===== src/rtl/svm_sequencer.sv =====
// svm_sequencer: job controller for the hw_svm systolic dot-product pipeline.
// Credit-gated operand issue, marker delay line and output result FIFO.
module svm_sequencer #(
    parameter int NUM_SV     = 10,
    parameter int PIPE_LAT   = 16,
    parameter int ACCUM_SIZE = 64,
    parameter int FIFO_DEPTH = 4,
    parameter int IDX_W      = 8,
    localparam int SV_W  = (NUM_SV > 1) ? $clog2(NUM_SV) : 1,
    localparam int PTR_W = (FIFO_DEPTH > 1) ? $clog2(FIFO_DEPTH) : 1,
    localparam int CNT_W = $clog2(FIFO_DEPTH + 1)
) (
    input  logic                  clk,
    input  logic                  rst_n,
    input  logic                  start,
    input  logic [IDX_W-1:0]      num_inst,
    output logic                  busy,
    output logic                  done,
    output logic                  issue_valid,
    output logic [SV_W-1:0]       sv_idx,
    output logic [IDX_W-1:0]      test_idx,
    output logic                  issue_first,
    output logic                  issue_last,
    input  logic [ACCUM_SIZE-1:0] result_in,
    output logic                  res_valid,
    input  logic                  res_ready,
    output logic [ACCUM_SIZE-1:0] res_data,
    output logic                  res_label,
    output logic [IDX_W-1:0]      res_idx
);

    typedef enum logic [1:0] {IDLE, ISSUE, DRAIN, DONE} state_e;

    state_e           state_q, state_d;
    logic             valid_q, valid_d;
    logic [SV_W-1:0]  sv_q, sv_d;
    logic [IDX_W-1:0] test_q, test_d;
    logic [IDX_W-1:0] num_q, num_d;
    logic [IDX_W-1:0] popped_q, popped_d;
    logic [CNT_W-1:0] credits_q, credits_d;
    logic             reserve;
    logic             pop;
    logic             push;
    logic             at_last;

    logic [PIPE_LAT-1:0] mark_vld_q;
    logic [IDX_W-1:0]    mark_idx_q [PIPE_LAT];

    logic [ACCUM_SIZE-1:0] mem_data_q [FIFO_DEPTH];
    logic [IDX_W-1:0]      mem_idx_q  [FIFO_DEPTH];
    logic [PTR_W-1:0]      rd_q, wr_q;
    logic [CNT_W-1:0]      count_q;

    function automatic logic [PTR_W-1:0] ptr_inc(input logic [PTR_W-1:0] p);
        return (p == PTR_W'(FIFO_DEPTH - 1)) ? '0 : p + PTR_W'(1);
    endfunction

    assign at_last     = (sv_q == SV_W'(NUM_SV - 1));
    assign issue_valid = valid_q;
    assign sv_idx      = sv_q;
    assign test_idx    = test_q;
    assign issue_first = valid_q && (sv_q == '0);
    assign issue_last  = valid_q && at_last;
    assign busy        = (state_q != IDLE);
    assign done        = (state_q == DONE);

    assign res_valid = (count_q != '0);
    assign pop       = res_valid && res_ready;
    assign push      = mark_vld_q[PIPE_LAT-1];
    assign res_data  = res_valid ? mem_data_q[rd_q] : '0;
    assign res_idx   = res_valid ? mem_idx_q[rd_q] : '0;
    assign res_label = res_valid && !res_data[ACCUM_SIZE-1];

    // Each instance boundary reserves one FIFO slot so captures never overflow.
    always_comb begin
        state_d  = state_q;
        valid_d  = 1'b0;
        sv_d     = sv_q;
        test_d   = test_q;
        num_d    = num_q;
        popped_d = popped_q + IDX_W'(pop);
        reserve  = 1'b0;
        unique case (state_q)
            IDLE: begin
                if (start) begin
                    num_d    = num_inst;
                    sv_d     = '0;
                    test_d   = '0;
                    popped_d = '0;
                    if (num_inst == '0) begin
                        state_d = DONE;
                    end else begin
                        state_d = ISSUE;
                        valid_d = 1'b1;
                        reserve = 1'b1;
                    end
                end
            end
            ISSUE: begin
                if (valid_q && !at_last) begin
                    valid_d = 1'b1;
                    sv_d    = sv_q + SV_W'(1);
                end else if (valid_q) begin
                    sv_d = '0;
                    if (test_q == num_q - IDX_W'(1)) begin
                        state_d = DRAIN;
                    end else begin
                        test_d = test_q + IDX_W'(1);
                        if (credits_q != '0) begin
                            valid_d = 1'b1;
                            reserve = 1'b1;
                        end
                    end
                end else if (credits_q != '0) begin
                    valid_d = 1'b1;
                    reserve = 1'b1;
                end
            end
            DRAIN: begin
                if (pop && (popped_q + IDX_W'(1) == num_q)) state_d = DONE;
            end
            DONE: state_d = IDLE;
        endcase
        credits_d = credits_q;
        if (reserve && !pop) credits_d = credits_q - CNT_W'(1);
        else if (pop && !reserve) credits_d = credits_q + CNT_W'(1);
    end

    always_ff @(posedge clk or negedge rst_n) begin
        if (!rst_n) begin
            state_q   <= IDLE;
            valid_q   <= 1'b0;
            sv_q      <= '0;
            test_q    <= '0;
            num_q     <= '0;
            popped_q  <= '0;
            credits_q <= CNT_W'(FIFO_DEPTH);
        end else begin
            state_q   <= state_d;
            valid_q   <= valid_d;
            sv_q      <= sv_d;
            test_q    <= test_d;
            num_q     <= num_d;
            popped_q  <= popped_d;
            credits_q <= credits_d;
        end
    end

    always_ff @(posedge clk or negedge rst_n) begin
        if (!rst_n) begin
            mark_vld_q <= '0;
            for (int i = 0; i < PIPE_LAT; i++) mark_idx_q[i] <= '0;
        end else begin
            mark_vld_q[0] <= issue_last;
            mark_idx_q[0] <= issue_last ? test_q : '0;
            for (int i = 1; i < PIPE_LAT; i++) begin
                mark_vld_q[i] <= mark_vld_q[i-1];
                mark_idx_q[i] <= mark_idx_q[i-1];
            end
        end
    end

    always_ff @(posedge clk or negedge rst_n) begin
        if (!rst_n) begin
            rd_q    <= '0;
            wr_q    <= '0;
            count_q <= '0;
        end else begin
            if (push) wr_q <= ptr_inc(wr_q);
            if (pop) rd_q <= ptr_inc(rd_q);
            if (push && !pop) count_q <= count_q + CNT_W'(1);
            else if (pop && !push) count_q <= count_q - CNT_W'(1);
        end
    end

    always_ff @(posedge clk) begin
        if (push) begin
            mem_data_q[wr_q] <= result_in;
            mem_idx_q[wr_q]  <= mark_idx_q[PIPE_LAT-1];
        end
    end

endmodule


===== config.mk =====
export PLATFORM = sky130hd
export DESIGN_NAME = svm_sequencer
export DESIGN_NICKNAME = d
export VERILOG_FILES = /design/src/rtl/svm_sequencer.sv
export SDC_FILE = /design/constraint.sdc
export NUM_CORES = 1
export LEC_CHECK = 0
export ABC_AREA = 1
export CORE_ASPECT_RATIO = 1.5
export CORE_MARGIN = 2
export CORE_UTILIZATION = 42
export CTS_CLUSTER_DIAMETER = 150
export DETAILED_ROUTE_END_ITERATION = 16
export GPL_TIMING_DRIVEN = 0
export PLACE_DENSITY = 0.63
export SLEW_MARGIN = 0
export SYNTH_ARGS = -nofsm -noshare
export SYNTH_HDL_FRONTEND = slang
export SYNTH_SLANG_ARGS = --single-unit

===== constraint.sdc =====
create_clock -name clk -period 2.3 [get_ports clk]
set_input_delay 0.69 -clock clk [delete_from_list [all_inputs] [get_ports clk]]
set_output_delay 0.69 -clock clk [all_outputs]
set_load 0.05 [all_outputs]

Yosys cells after proc, flatten, opt, wreduce, memory -nomap -nowiden
Memory sizes are Yosys's and may differ from the RTL's.
Index checks and enable logic that the tools add are counted.
Widths: inputs -> output; s select.
{"block": "classes", "n_addsub": 11, "n_eq_ne": 15, "mux": 38, "n_reduce_logical": 28}
{"operator": "$mux 64", "n": 1}
{"operator": "$mux 8", "n": 8}
{"operator": "$add 8x1->8 const B", "n": 2}
{"operator": "$eq 8x8->1", "n": 2}
{"operator": "$mux 2", "n": 8}
{"operator": "$pmux 8 s2", "n": 1}
{"operator": "$mux 3", "n": 4}
{"operator": "$mux 4", "n": 3}
{"operator": "$ne 2x2->1 const B", "n": 6}
{"operator": "$logic_and 1x1->1", "n": 10}
{"operator": "$reduce_and 5->1", "n": 2}
{"operator": "$mux 1", "n": 9}
{"operator": "$add 8x1->8", "n": 1}
{"operator": "$eq 2x2->1 const B", "n": 4}
{"operator": "$logic_not 8->1", "n": 1}
{"operator": "$pmux 2 s4", "n": 1}
{"operator": "$pmux 4 s2", "n": 1}
{"operator": "$reduce_bool 2->1", "n": 4}
{"operator": "$sub 8x1->8 const B", "n": 1}
{"operator": "$add 3x1->3 const B", "n": 2}
{"operator": "$reduce_bool 3->1", "n": 2}
{"operator": "$sub 3x1->3 const B", "n": 2}
{"operator": "$logic_not 1->1", "n": 5}
{"operator": "$add 2x1->2 const B", "n": 2}
{"operator": "other kinds (9)", "n": 10}
{"block": "totals", "ff_bits": 185, "ram_bits": 288, "inputBits": 76, "output_inout_bits": 91, "word_cells": 121, "mem_count": 2}
{"memory": "mem_data_q", "words": 4, "word_bits": 64, "rd": 1, "rd_clocked_by_memory_dff": 0, "write_ports": 1, "line_no": "49", "text": "logic [ACCUM_SIZE-1:0] mem_data_q [FIFO_DEPTH];"}
{"memory": "mem_idx_q", "words": 4, "word_bits": 8, "rd": 1, "rd_clocked_by_memory_dff": 0, "write_ports": 1, "line_no": "50", "text": "logic [IDX_W-1:0] mem_idx_q [FIFO_DEPTH];"}

Depth between registers and ports, before layout
Gate-level depths: netlist (run 1).
{"block": "logic_depth", "ltp_word": 10, "depth_mapped": 20, "mapped_depth_nobuf": 20}

Worst setup path before layout (run 1)
OpenSTA, ideal clock, no wires.
{"block": "synth_path", "kind": "flip-flop to output port", "startpoint": "reg rd_q[0]", "endpoint": "out res_data[41]", "t_arrival_ns": 1.988, "required_ns": 1.610, "setup_slack_ns": -0.378, "path_stages_with_launch": 8, "path_buffers": 3, "path_cell_list": "dfrtp_1 -> clkbuf_1 -> buf_2 -> buf_2 -> nor2_1 -> nor2_1 -> o21ai_0 -> a21oi_1"}
{"block": "synth_via", "elab_chain_len": 2}
{"item": "start, declared", "line_no": "51", "text": "logic [PTR_W-1:0] rd_q, wr_q;"}
{"item": "start signal, assigned", "line_no": "170", "text": "if (pop) rd_q <= ptr_inc(rd_q);"}
{"item": "$mem_v2 4x64"}
{"item": "$mux 64", "line_no": "70", "text": "assign res_data = res_valid ? mem_data_q[rd_q] : '0;"}
{"item": "end, declared", "line_no": "27", "text": "output logic [ACCUM_SIZE-1:0] res_data,"}
No other way between the ends.

Worst setup path in the final report (run 1)
{"block": "layout_path", "startpoint": "reg rd_q[1]", "endpoint": "out res_data[50]"}
Same word-level chain as after synthesis.

==> run metrics, run 1 <==
outcome=finished with violations; failing checks=negative setup slack; Netlist cell types=36; layout cell share with drive strength beyond 1=32.8%; H-tree depth=2; nets=1755; final wirelength=41500 um; CP required=1.61 ns; RSZ-0062 raised after global routing=yes; synthesized flop and latch total=473; DP HPWL=25100 um; Worst Path Arrival=2.12 ns; Filler cells=3192; final setup fails=75; post-route ant nets=0; Seq/Total Area, Yosys=76.0%; first-pass GRT wire length=62500 um; Post-synth EDFFs=288; Post-Syn Area=0.0175 sq mm; Die ar.=0.0433 sq mm; final hold vios=0; internal power=0.0204 W; Clk Latency, worst-skew pair=0.55 ns; Mapped Cells=1390; vias in the first global route=11400; DR WL/cell=18.4 um; Final WS setup=-0.512 ns; syn avg cell area=12.6 sq um; initial antenna violation count=8; io pins=167; crit path max fanout=10; Worst Setup Start Kind=flip-flop; Synth Flop Type=edfxtp_1; synthesized net count=1487; final clock skew=0.0169 ns; Seq pwr share=27.7%; Root Buffer=clkbuf_16; Placer Congestion=0.819; placed cells=2124; P&R area growth vs syn=38.8%; worst hold path type=input pin to asynchronous set/reset pin; Worst Reg-to-Reg Cells=18; WS Path Type=flip-flop to output pin; async set-or-reset flop fraction in the synthesized netlist=39.1%; initial core utilization=42.5%; Hold WS=0.0981 ns; RR Endpoint=credits_q[1]$_DFFE_PN0P_; # Max-Cap Violations=0; sw frac=40.7%; Max-slew headroom=57.4%; Post-Place Setup Slack=-1.28 ns; fmax=356 MHz; CTS clk-pin slew, worst paths=0.07 ns; Cell Count, Final, Fillers Out=2253; synth warn=0; crit end category=output pin; fin crit share=122%; min Tclk post-route=2.81 ns; DIE WIDTH=171 um; routed vias=11200; drt first pass iters=5; CTS tree=done; FP Rows=91; Vias/cell=4.99; pin count of the biggest net entering global routing=106; Net Sw Power=0.0140 W; Total GRT Usage=18.9%; Pins Over Slew Limit=0; cts bufs inserted=43; PwrDens=1420 mW/mm^2; CTS Sinks=473; Worst-Margin Slew=0.640 ns; CORE AREA=0.0411 sq mm; Gate power share=51.1%; FF-to-FF Start=num_q[0]$_DFFE_PN0P_; Peak VDD IR=0.906 mV; flop2flop setup slack=-0.14 ns; Clock power frac=21.2%; leak pwr=9.49 nW; drt initial violations=723; grt total ovfl=0; die height=254 um; clk buf depth=3; # DRC=0; Port Buffer Count=166
how the worst max path moves through the flow:
stage | endpoint | start | depth (start not counted)
floorplan | res_data[41] | count_q[0]$_DFFE_PN0P_ | 5
CTS | res_data[8] | rd_q[0]$_DFFE_PN0P_ | 8
global route | res_data[8] | rd_q[0]$_DFFE_PN0P_ | 8
finish | res_data[50] | rd_q[1]$_DFFE_PN0P_ | 8
global placement | test_idx[0]$_DFFE_PN0P_ | rst_n | 1
detailed placement | res_idx[6] | rd_q[0]$_DFFE_PN0P_ | 6
cell usage after synthesis (2+ instances only):
cell type,n,area (sq um)
nor3_1,7,35.0
inv_1,61,229
fa_1,2,40.0
buf_2,6,30.0
nand3b_1,3,22.5
buf_1,8,30.0
nor4_1,2,12.5
ha_1,19,238
a21oi_1,85,425
nor2_2,3,18.8
xor2_1,6,52.6
nand4_1,3,18.8
nor2_1,324,1220
o21ai_0,170,851
xnor2_1,8,70.1
nand2_1,116,435
clkbuf_1,43,161
or2_2,3,18.8
dfrtp_1,184,4600
inv_2,10,37.5
nand3_1,22,110
o21ai_1,4,20.0
edfxtp_1,288,8650
critical path: stages, from the launching register on:
cell and delay, ns:
dfrtp_1 0.43, buf_8 0.17, inv_6 0.05, clkbuf_16 0.17
buf_6 0.16, nor2_1 0.15, o21ai_1 0.12, a21oi_4 0.14
buf_6 0.17
metal layers:
metal | up-vias | GRT usage [%] | share of wire (%)
li1 | 5294 | - | -
met1 | 5560 | 21.6 | 38
met2 | 284 | 34.3 | 53
met3 | 86 | 4.56 | 6.0
met4 | 8 | 6.94 | 3.1
met5 | - | 0 | 0.12
per-stage QoR:
| step | cell area (sq um) | utilization (%) | setup TNS (ns) | total power, W |
|---|---|---|---|---|
| floorplan | 18300 | - | -0.175 | 0.0193 |
| global placement | 20600 | 50.2 | -1566.75 | 0.0233 |
| detailed placement | 20800 | 50.7 | -86.50 | 0.0235 |
| CTS | 23700 | 57.7 | -36.06 | 0.0338 |
| global route | 24200 | 59.0 | -37.39 | 0.0360 |
| finish | 24300 | 59.0 | -31.64 | 0.0345 |
power by group through the flow:
stage | sequential [W] | clock [W] | combinational [W]
2_1_floorplan | 0.00976 | 0 | 0.00951
3_3_place_gp | 0.00970 | 0 | 0.0136
3_5_place_dp | 0.00970 | 0 | 0.0138
4_1_cts | 0.00955 | 0.00747 | 0.0168
5_1_grt | 0.00956 | 0.00783 | 0.0186
6_report | 0.00953 | 0.00731 | 0.0176
placed cells by master (no fill, tap or decap), types with 6 or more instances in the layout:
master and instances:
a21oi_1 11, a21oi_2 16, a21oi_4 59, buf_12 14, buf_16 8, buf_2 7, buf_4 29, buf_6 74
buf_8 18, clkbuf_1 10, clkbuf_16 60, clkbuf_2 10, clkbuf_4 7, clkbuf_8 19, clkdlybuf4s50_1 74, clkinvlp_4 7
dfrtp_1 177, dfrtp_2 7, dlygate4sd2_1 10, edfxtp_1 288, ha_1 14, inv_1 50, inv_2 13, nand2_1 104
nand2_2 9, nand3_1 21, nor2_1 247, nor2_2 56, nor2_4 24, nor3_1 7, o21ai_0 37, o21ai_1 56
o21ai_2 80, xnor2_1 8, xor2_1 6
area by class of cell:
| cell class | count | area, sq um | share of cell area (%) |
|---|---|---|---|
| sequential | 473 | 13300 | 54.8 |
| multi-input combinational | 787 | 5130 | 21.2 |
| timing repair buffer | 223 | 2560 | 10.6 |
| clock buffer | 61 | 1260 | 5.20 |
| buffer | 59 | 797 | 3.29 |
| tap | 558 | 698 | 2.88 |
| inverter | 71 | 302 | 1.24 |
| clock inverter | 17 | 205 | 0.846 |
| antenna | 4 | 10.0 | 0.0413 |
state kept, by name, indices dropped and copies added (netlist names):
| signal | count |
|---|---|
| mem_data_q | 256 |
| issue_valid | 1 |
| wr_q | 2 |
| mark_vld_q | 16 |
| state_q | 2 |
| mark_idx_q | 128 |
| sv_idx | 4 |
| credits_q | 3 |
| popped_q | 8 |
| rd_q | 2 |
| num_q | 8 |
| test_idx | 8 |
| mem_idx_q | 32 |
| count_q | 3 |
kinds of logic after synthesis:
group / after synthesis / synth area share (%)
AO/OA/AOI/OAI: 265 / 7.79
buffers and inverters: 130 / 2.89
AND/OR/NAND/NOR: 486 / 10.9
XOR/XNOR: 14 / 0.702
multiplexers: 1 / 0.0645
adder cells (fa/ha/maj): 21 / 1.59
flip-flops: 473 / 76.0
what timing repair did:
| item | in CTS | in global routing |
|---|---|---|
| pin swaps | 59 | 37 |
| hold buffers | 0 | 0 |
| cloned | 10 | 5 |
| endpoints found under the setup margin | 94 | 84 |
| resized for setup | 963 | 116 |
| buffers inserted | 14 | 21 |
(Power assumes the default switching activity.)
==> inputs of run 2 (changes only) <==
Settings changed: CORE_MARGIN 2 to 3.
==> run 2 against run 1 <==
Compared with the run above:
- the flow still finishes with violations (negative setup slack)
- via count down 1.3%
- global-route usage down 1.3 points
- register-to-register slack better by 0.05 ns
- die area up 2.0%
- critical path depth unchanged
- power down 2.6%
==> run metrics, run 2 (same netlist as run 1, synthesis figures left out) <==
outcome=finished with violations; failing checks=negative setup slack; Net Sw Power=0.0137 W (-2.3%); Clock power frac=21.1% (about the same); CP required=1.61 ns (about the same); FP Rows=90 (-1.1%); Die ar.=0.0441 sq mm (+2.0%); sw frac=40.8% (+0.093 points); # Max-Cap Violations=0 (unchanged); min Tclk post-route=2.80 ns (-0.0119 ns); Max-slew headroom=49.9% (-7.5 points); cts hold-fix bufs=0 (unchanged); CP Cell Sequence=clkbuf_16, buf_12, buf_16, nand2_4, a32oi_2, inv_1, nor2_4, buf_6; pin count of the biggest net entering global routing=101 (-4.7%); die height=256 um (+0.79%); Pins Over Slew Limit=0 (unchanged); CTS Sinks=473 (unchanged); design area=0.0238 sq mm (-1.7%); Port Buffer Count=166 (unchanged); final hold vios=0 (unchanged); io pins=167 (unchanged); drt initial violations=685 (-5.3%); CORE AREA=0.0407 sq mm (-1.1%); nets=1744 (-0.63%); Final WS setup=-0.500 ns (+0.0119 ns); leak pwr=9.36 nW (-1.4%); Crit-path slowest cell=dfrtp_2; Worst Setup Start Kind=flip-flop; Top Registers=mem_data_q: 256 flops, mark_idx_q: 128 flops, mem_idx_q: 32 flops; Total GRT Usage=17.6% (-1.3 points); drt first pass iters=5 (unchanged); placed cell areas=0.0208 sq mm (-0.20%); worst hold path type=input pin to asynchronous set/reset pin; DR WL/cell=17.9 um (-2.7%); final setup TNS=-31.55 ns (+0.0899 ns); Clk Latency, worst-skew pair=0.55 ns (about the same); largest reg by FF count=mem_data_q; CTS clk-pin slew, worst paths=0.06 ns (about the same); cts bufs inserted=43 (unchanged); Seq pwr share=28.4% (+0.7 points); vias in the first global route=11200 (-2.0%); Core Util, Final=58.6% (-0.37 points); CP peak stage delay=0.45 ns (+0.02 ns); Worst Path Arrival=2.11 ns (about the same); # DRC=0 (unchanged); Filler cells=3139 (-1.7%); clk buf depth=3 (unchanged); crit end category=output pin; Vias/cell=4.95 (-0.68%); final setup fails=75 (unchanged); commonest non-fill, non-tap cell in the layout=edfxtp_1; Gate power share=50.5% (-0.6 points); post-route ant nets=0 (unchanged); CTS tree=done; crit path max fanout=7 (-3); DIE WIDTH=173 um (+1.2%); routed vias=11100 (-1.3%); Peak VDD IR=1.15 mV (+27%); Placer Congestion=0.842 (+2.9%); first-pass GRT wire length=61800 um (-1.2%); final wirelength=40100 um (-3.3%); fmax=357 MHz (+0.43%); internal power=0.0199 W (-2.7%); fin crit share=122% (-0.52 points); grt total ovfl=0 (unchanged); final clock skew=0.0223 ns (+0.00540 ns); WS Path Type=flip-flop to output pin; PwrDens=1410 mW/mm^2 (-0.87%); commonest non-fill, non-tap cells in the layout=edfxtp_1 (288), nor2_1 (268), dfrtp_1 (177), nand2_1 (106), buf_6 (76); RSZ-0062 raised after global routing=yes; layout cell share with drive strength beyond 1=28.9% (-3.9 points); initial core utilization=43.0% (+0.47 points); max FFs per register=256 (unchanged); Hold WS=0.157 ns (+0.0590 ns); Worst-Margin Slew=0.750 ns (+0.110 ns); H-tree depth=2 (unchanged); Root Buffer=clkbuf_16; P&R area growth vs syn=36.5%; DP HPWL=24600 um (-2.1%); initial antenna violation count=8 (unchanged)
[run 2: per-layer routing]
metal  up-vias  wire length (um)  share of wire, %  GRT usage (%)
met4         6              1160               2.9           6.04
li1       5263                 -                 -              -
met5         -                43              0.11              0
met3        79              2360               5.9           3.83
met1      5423             15500                39           21.4
met2       310             21000                52           31.2
[run 2: worst max-delay path, delay by kind of cell, from the launching register on]
kind	cells	cell delay, ns
buffers and inverters	5	0.70
flip-flops	1	0.45
AO/OA/AOI/OAI	1	0.25
AND/OR/NAND/NOR	2	0.15
[run 2: path summary, 6_finish.rpt]
check	startpoint	to	slack, ns	cells after the start
setup / recovery	rd_q[0]$_DFFE_PN0P_	res_data[63]	-0.50	8
hold / removal	rst_n	sv_idx[0]$_DFFE_PN0P_	0.16	1
setup reg to reg	num_q[1]$_DFFE_PN0P_	credits_q[1]$_DFFE_PN0P_	-0.09	18
hold reg to reg	mark_idx_q[57]$_DFF_PN0_	mark_idx_q[49]$_DFF_PN0_	0.33	0
max in group asynchronous	rst_n	rd_q[0]$_DFFE_PN0P_	1.22	2
min in group clk	mark_idx_q[57]$_DFF_PN0_	mark_idx_q[49]$_DFF_PN0_	0.33	0
[run 2: through the flow]
step	total power, W	setup WS, ns	cells
4_1_cts	0.0327	-0.530	2216
3_5_place_dp	0.0235	-1.37	2117
2_1_floorplan	0.0193	-0.0906	1390
6_report	0.0336	-0.500	2238
3_3_place_gp	0.0234	-7.56	2108
5_1_grt	0.0351	-0.582	2236
[run 2: cell type report]
class                   instances  area, sq um  share of cell area [%]
well taps                     552          691                    2.90
clock inverters                18          158                   0.661
flip-flops and latches        473        13300                    55.7
inverters                      71          307                    1.29
multi-input cells             787         4960                    20.8
repair buffers                212         2430                    10.2
diodes                          4         10.0                  0.0420
plain buffers                  59          722                    3.03
clock buffers                  62         1270                    5.33
[run 2: timing repair]
item,CTS,global route
gates cloned,5,6
hold endpoints to repair,0,0
resized for setup,834,150
setup endpoints to repair,94,88
buffers inserted,14,13
pin swaps,27,67
[run 2: power groups by stage]
stage	Clock [W]	Combinational (W)	Sequential [W]
floorplan	0	0.00951	0.00976
global placement	0	0.0137	0.00970
detailed placement	0	0.0138	0.00970
CTS	0.00726	0.0159	0.00954
global route	0.00761	0.0179	0.00958
finish	0.00707	0.0170	0.00954
==> inputs of run 3 (changes only) <==
Settings changed: ABC_AREA 1 to default, SETUP_SLACK_MARGIN from default to 0.3.
==> run 3 against run 2 <==
Compared with the run above:
- the run still ends with negative setup slack left
- global-route usage is 2.2 points lower
- clock skew is 0.0048 ns lower
- clock power is 3.0% higher
- sequential share of layout area is 1.4 points higher
- via count is 21% lower
- clock-buffer cell count is 2 higher
- critical path type is now flip-flop to flip-flop
- largest power group unchanged
==> run metrics, run 3 <==
outcome=finished with violations; failing checks=negative setup slack; fmax=311 MHz (-13%); DP HPWL=19800 um (-20%); worst hold path type=input pin to asynchronous set/reset pin; cts hold-fix bufs=0 (unchanged); Worst Reg-to-Reg Cells=13 (-5); Worst Setup Start Kind=flip-flop; Placer Congestion=0.823 (-2.3%); clk buf depth=3 (unchanged); die height=253 um (-0.89%); Clock power frac=23.1% (+2.0 points); area fraction of the dominant cell type after synthesis=50.4% (+0.91 points); internal power=0.0210 W (+5.5%); Post-Place Setup Slack=-1.20 ns (+0.173 ns); Clk Latency, worst-skew pair=0.54 ns (about the same); most frequent cell after synthesis=edfxtp_1; P&R area growth vs syn=35.6%; synthesized flop and latch total=473 (unchanged); commonest non-fill, non-tap cell in the layout=edfxtp_1; vias in the first global route=9461 (-16%); Total GRT Usage=15.5% (-2.2 points); Pins Over Slew Limit=0 (unchanged); max FFs per register=256 (unchanged); # Max-Cap Violations=0 (unchanged); crit path max fanout=4 (-3); antenna cells=0 (-4); Peak VDD IR=0.780 mV (-32%); WS Path Type=flip-flop to flip-flop; pin count of the biggest net entering global routing=131 (+30%); async set-or-reset flop fraction in the synthesized netlist=39.1% (unchanged); leak pwr=9.15 nW (-2.2%); Tot Pwr=0.0315 W (-6.1%); synthesized net count=991 (-33%); cts bufs inserted=44 (+2.3%); Synth Flop Type=edfxtp_1; Die ar.=0.0433 sq mm (-1.8%); RSZ-0062 raised after global routing=yes; largest reg by FF count=mem_data_q; routed vias=8787 (-21%); CTS clk-pin slew, worst paths=0.06 ns (about the same); CTS tree=done; sw frac=33.5% (-7.3 points); final wirelength=33600 um (-16%); Worst Path Arrival=3.66 ns (+1.55 ns); Mapped Cells=894 (-36%); CTS Sinks=473 (unchanged); H-tree depth=2 (unchanged); Seq pwr share=30.7% (+2.3 points); drt initial violations=427 (-38%); Core Util, Final=57.7% (-0.96 points); layout cell share with drive strength beyond 1=40.3% (+11 points); footprint of the multi-input gates=0.00414 sq mm (-17%); first-pass GRT wire length=52000 um (-16%); Vias/cell=5.06 (+2.2%); Port Buffer Count=166 (unchanged); Seq. cell area=0.0133 sq mm (about the same); largest cells by area after synthesis=edfxtp_1 (50%), dfrtp_1 (27%), mux4_2 (9.5%), and2_1 (3.1%), ha_1 (1.4%); io pins=167 (unchanged); Seq/Total Area, Yosys=77.4% (+1.4 points); Post-Syn Area=0.0172 sq mm (-1.8%); crit end category=flip-flop; Net Sw Power=0.0106 W (-23%); placed cells=1571 (-26%); FP Rows=90 (unchanged); synth warn=0 (unchanged); min Tclk post-route=3.22 ns (+0.418 ns); DIE WIDTH=171 um (-0.88%); Top Registers=mem_data_q: 256 flops, mark_idx_q: 128 flops, mem_idx_q: 32 flops; CORE AREA=0.0403 sq mm (-0.83%); final clock skew=0.0175 ns (-0.00484 ns); fin crit share=140% (+18 points); Cell Count, Final, Fillers Out=1737 (-22%); final setup fails=89 (+19%); nets=1293 (-26%); post-route ant nets=0 (unchanged); Final WS setup=-0.918 ns (-0.418 ns); Netlist cell types=55 (+53%); Root Buffer=clkbuf_16; CP required=2.74 ns (+1.13 ns); PwrDens=1360 mW/mm^2 (-3.7%); Worst-Margin Slew=0.635 ns (-0.115 ns); DR WL/cell=19.3 um (+7.9%); Gate power share=46.2% (-4.3 points); Max-slew headroom=57.6% (+7.7 points); Post-synth EDFFs=288 (unchanged); initial antenna violation count=1 (-7); drt first pass iters=4 (-1); grt total ovfl=0 (unchanged); Filler cells=3036 (-3.3%); commonest non-fill, non-tap cells in the layout=edfxtp_1 (288), dfrtp_1 (170), and2_4 (76), clkdlybuf4s50_1 (74), mux4_2 (72); Post-synth top cells=edfxtp_1 (288), dfrtp_1 (184), and2_1 (86); # DRC=0 (unchanged); final hold vios=0 (unchanged); Hold WS=0.0651 ns (-0.0920 ns); initial core utilization=42.5% (-0.43 points); largest area contributor in the netlist=edfxtp_1; syn avg cell area=19.2 sq um (+53%)
## run 3: cell type report
cell class                 count  area share [%]
timing repair buffer         256            13.9
sequential                   473            57.2
clock buffer                  64            5.74
inverter                      21           0.431
clock inverter                17           0.662
buffer                        35            1.62
multi-input combinational    365            17.8
tap                          506            2.72
## run 3: power by group through the flow
stage,sequential (W),clock [W],combinational [W]
2_1_floorplan,0.00990,0,0.00804
6_report,0.00968,0.00728,0.0146
4_1_cts,0.00965,0.00751,0.0136
5_1_grt,0.00972,0.00784,0.0154
3_3_place_gp,0.00981,0,0.0111
3_5_place_dp,0.00981,0,0.0112
## run 3: per-stage QoR
stage	area, sq um	TNS (ns)
floorplan	17500	-3.28
global placement	19800	-1416.40
detailed placement	20000	-80.73
CTS	22600	-53.41
global route	23300	-60.55
finish	23300	-54.35
## run 3: path summary, 6_finish.rpt
check	startpoint	endpoint	slack, ns
max in group asynchronous	rst_n	test_idx[2]$_DFFE_PN0P_	1.27
max	num_q[1]$_DFFE_PN0P_	credits_q[1]$_DFFE_PN0P_	-0.92
min reg2reg	mark_vld_q[13]$_DFF_PN0_	mark_vld_q[14]$_DFF_PN0_	0.33
min in group clk	mark_vld_q[13]$_DFF_PN0_	mark_vld_q[14]$_DFF_PN0_	0.33
max reg2reg	num_q[1]$_DFFE_PN0P_	credits_q[1]$_DFFE_PN0P_	-0.92
min	rst_n	state_q[0]$_DFFE_PN0P_	0.07
## run 3: repair_timing
action / 4_1_cts / 5_1_grt
resized for setup: 718 / 110
setup buffers: 54 / 23
pin swaps: 33 / 55
endpoints found under the setup margin: 115 / 103
cloned: 8 / 0
## run 3: logic make-up after synthesis
kind of cell,Yosys count,share of synthesized area [%]
DFF,473,77.4
and+or+nand+nor,189,6.22
muxes,80,9.94
buffers and inverters,56,1.29
AOI/OAI and AO/OA,43,1.74
xor gates and xnor gates,32,1.78
adders and majority gates,21,1.62
## run 3: routing by layer
layer | GRT usage (%) | vias to the layer above | wire [um]
met2 | 28.7 | 206 | 18300
met3 | 2.65 | 61 | 1480
met4 | 4.69 | 2 | 829
met1 | 18.3 | 4560 | 12900
li1 | - | 3958 | -
met5 | 0 | - | 20
## run 3: worst max-delay path, stage by stage (launching register included)
cell and delay [ns]:
dfrtp_1 0.43, inv_2 0.10, ha_4 0.13, or3b_4 0.38, or4_4 0.43, a31oi_4 0.21, and3_4 0.20, buf_6 0.10
o21ai_2 0.05, a31o_2 0.26, ha_4 0.17, inv_2 0.05, fa_2 0.43, mux2i_1 0.17
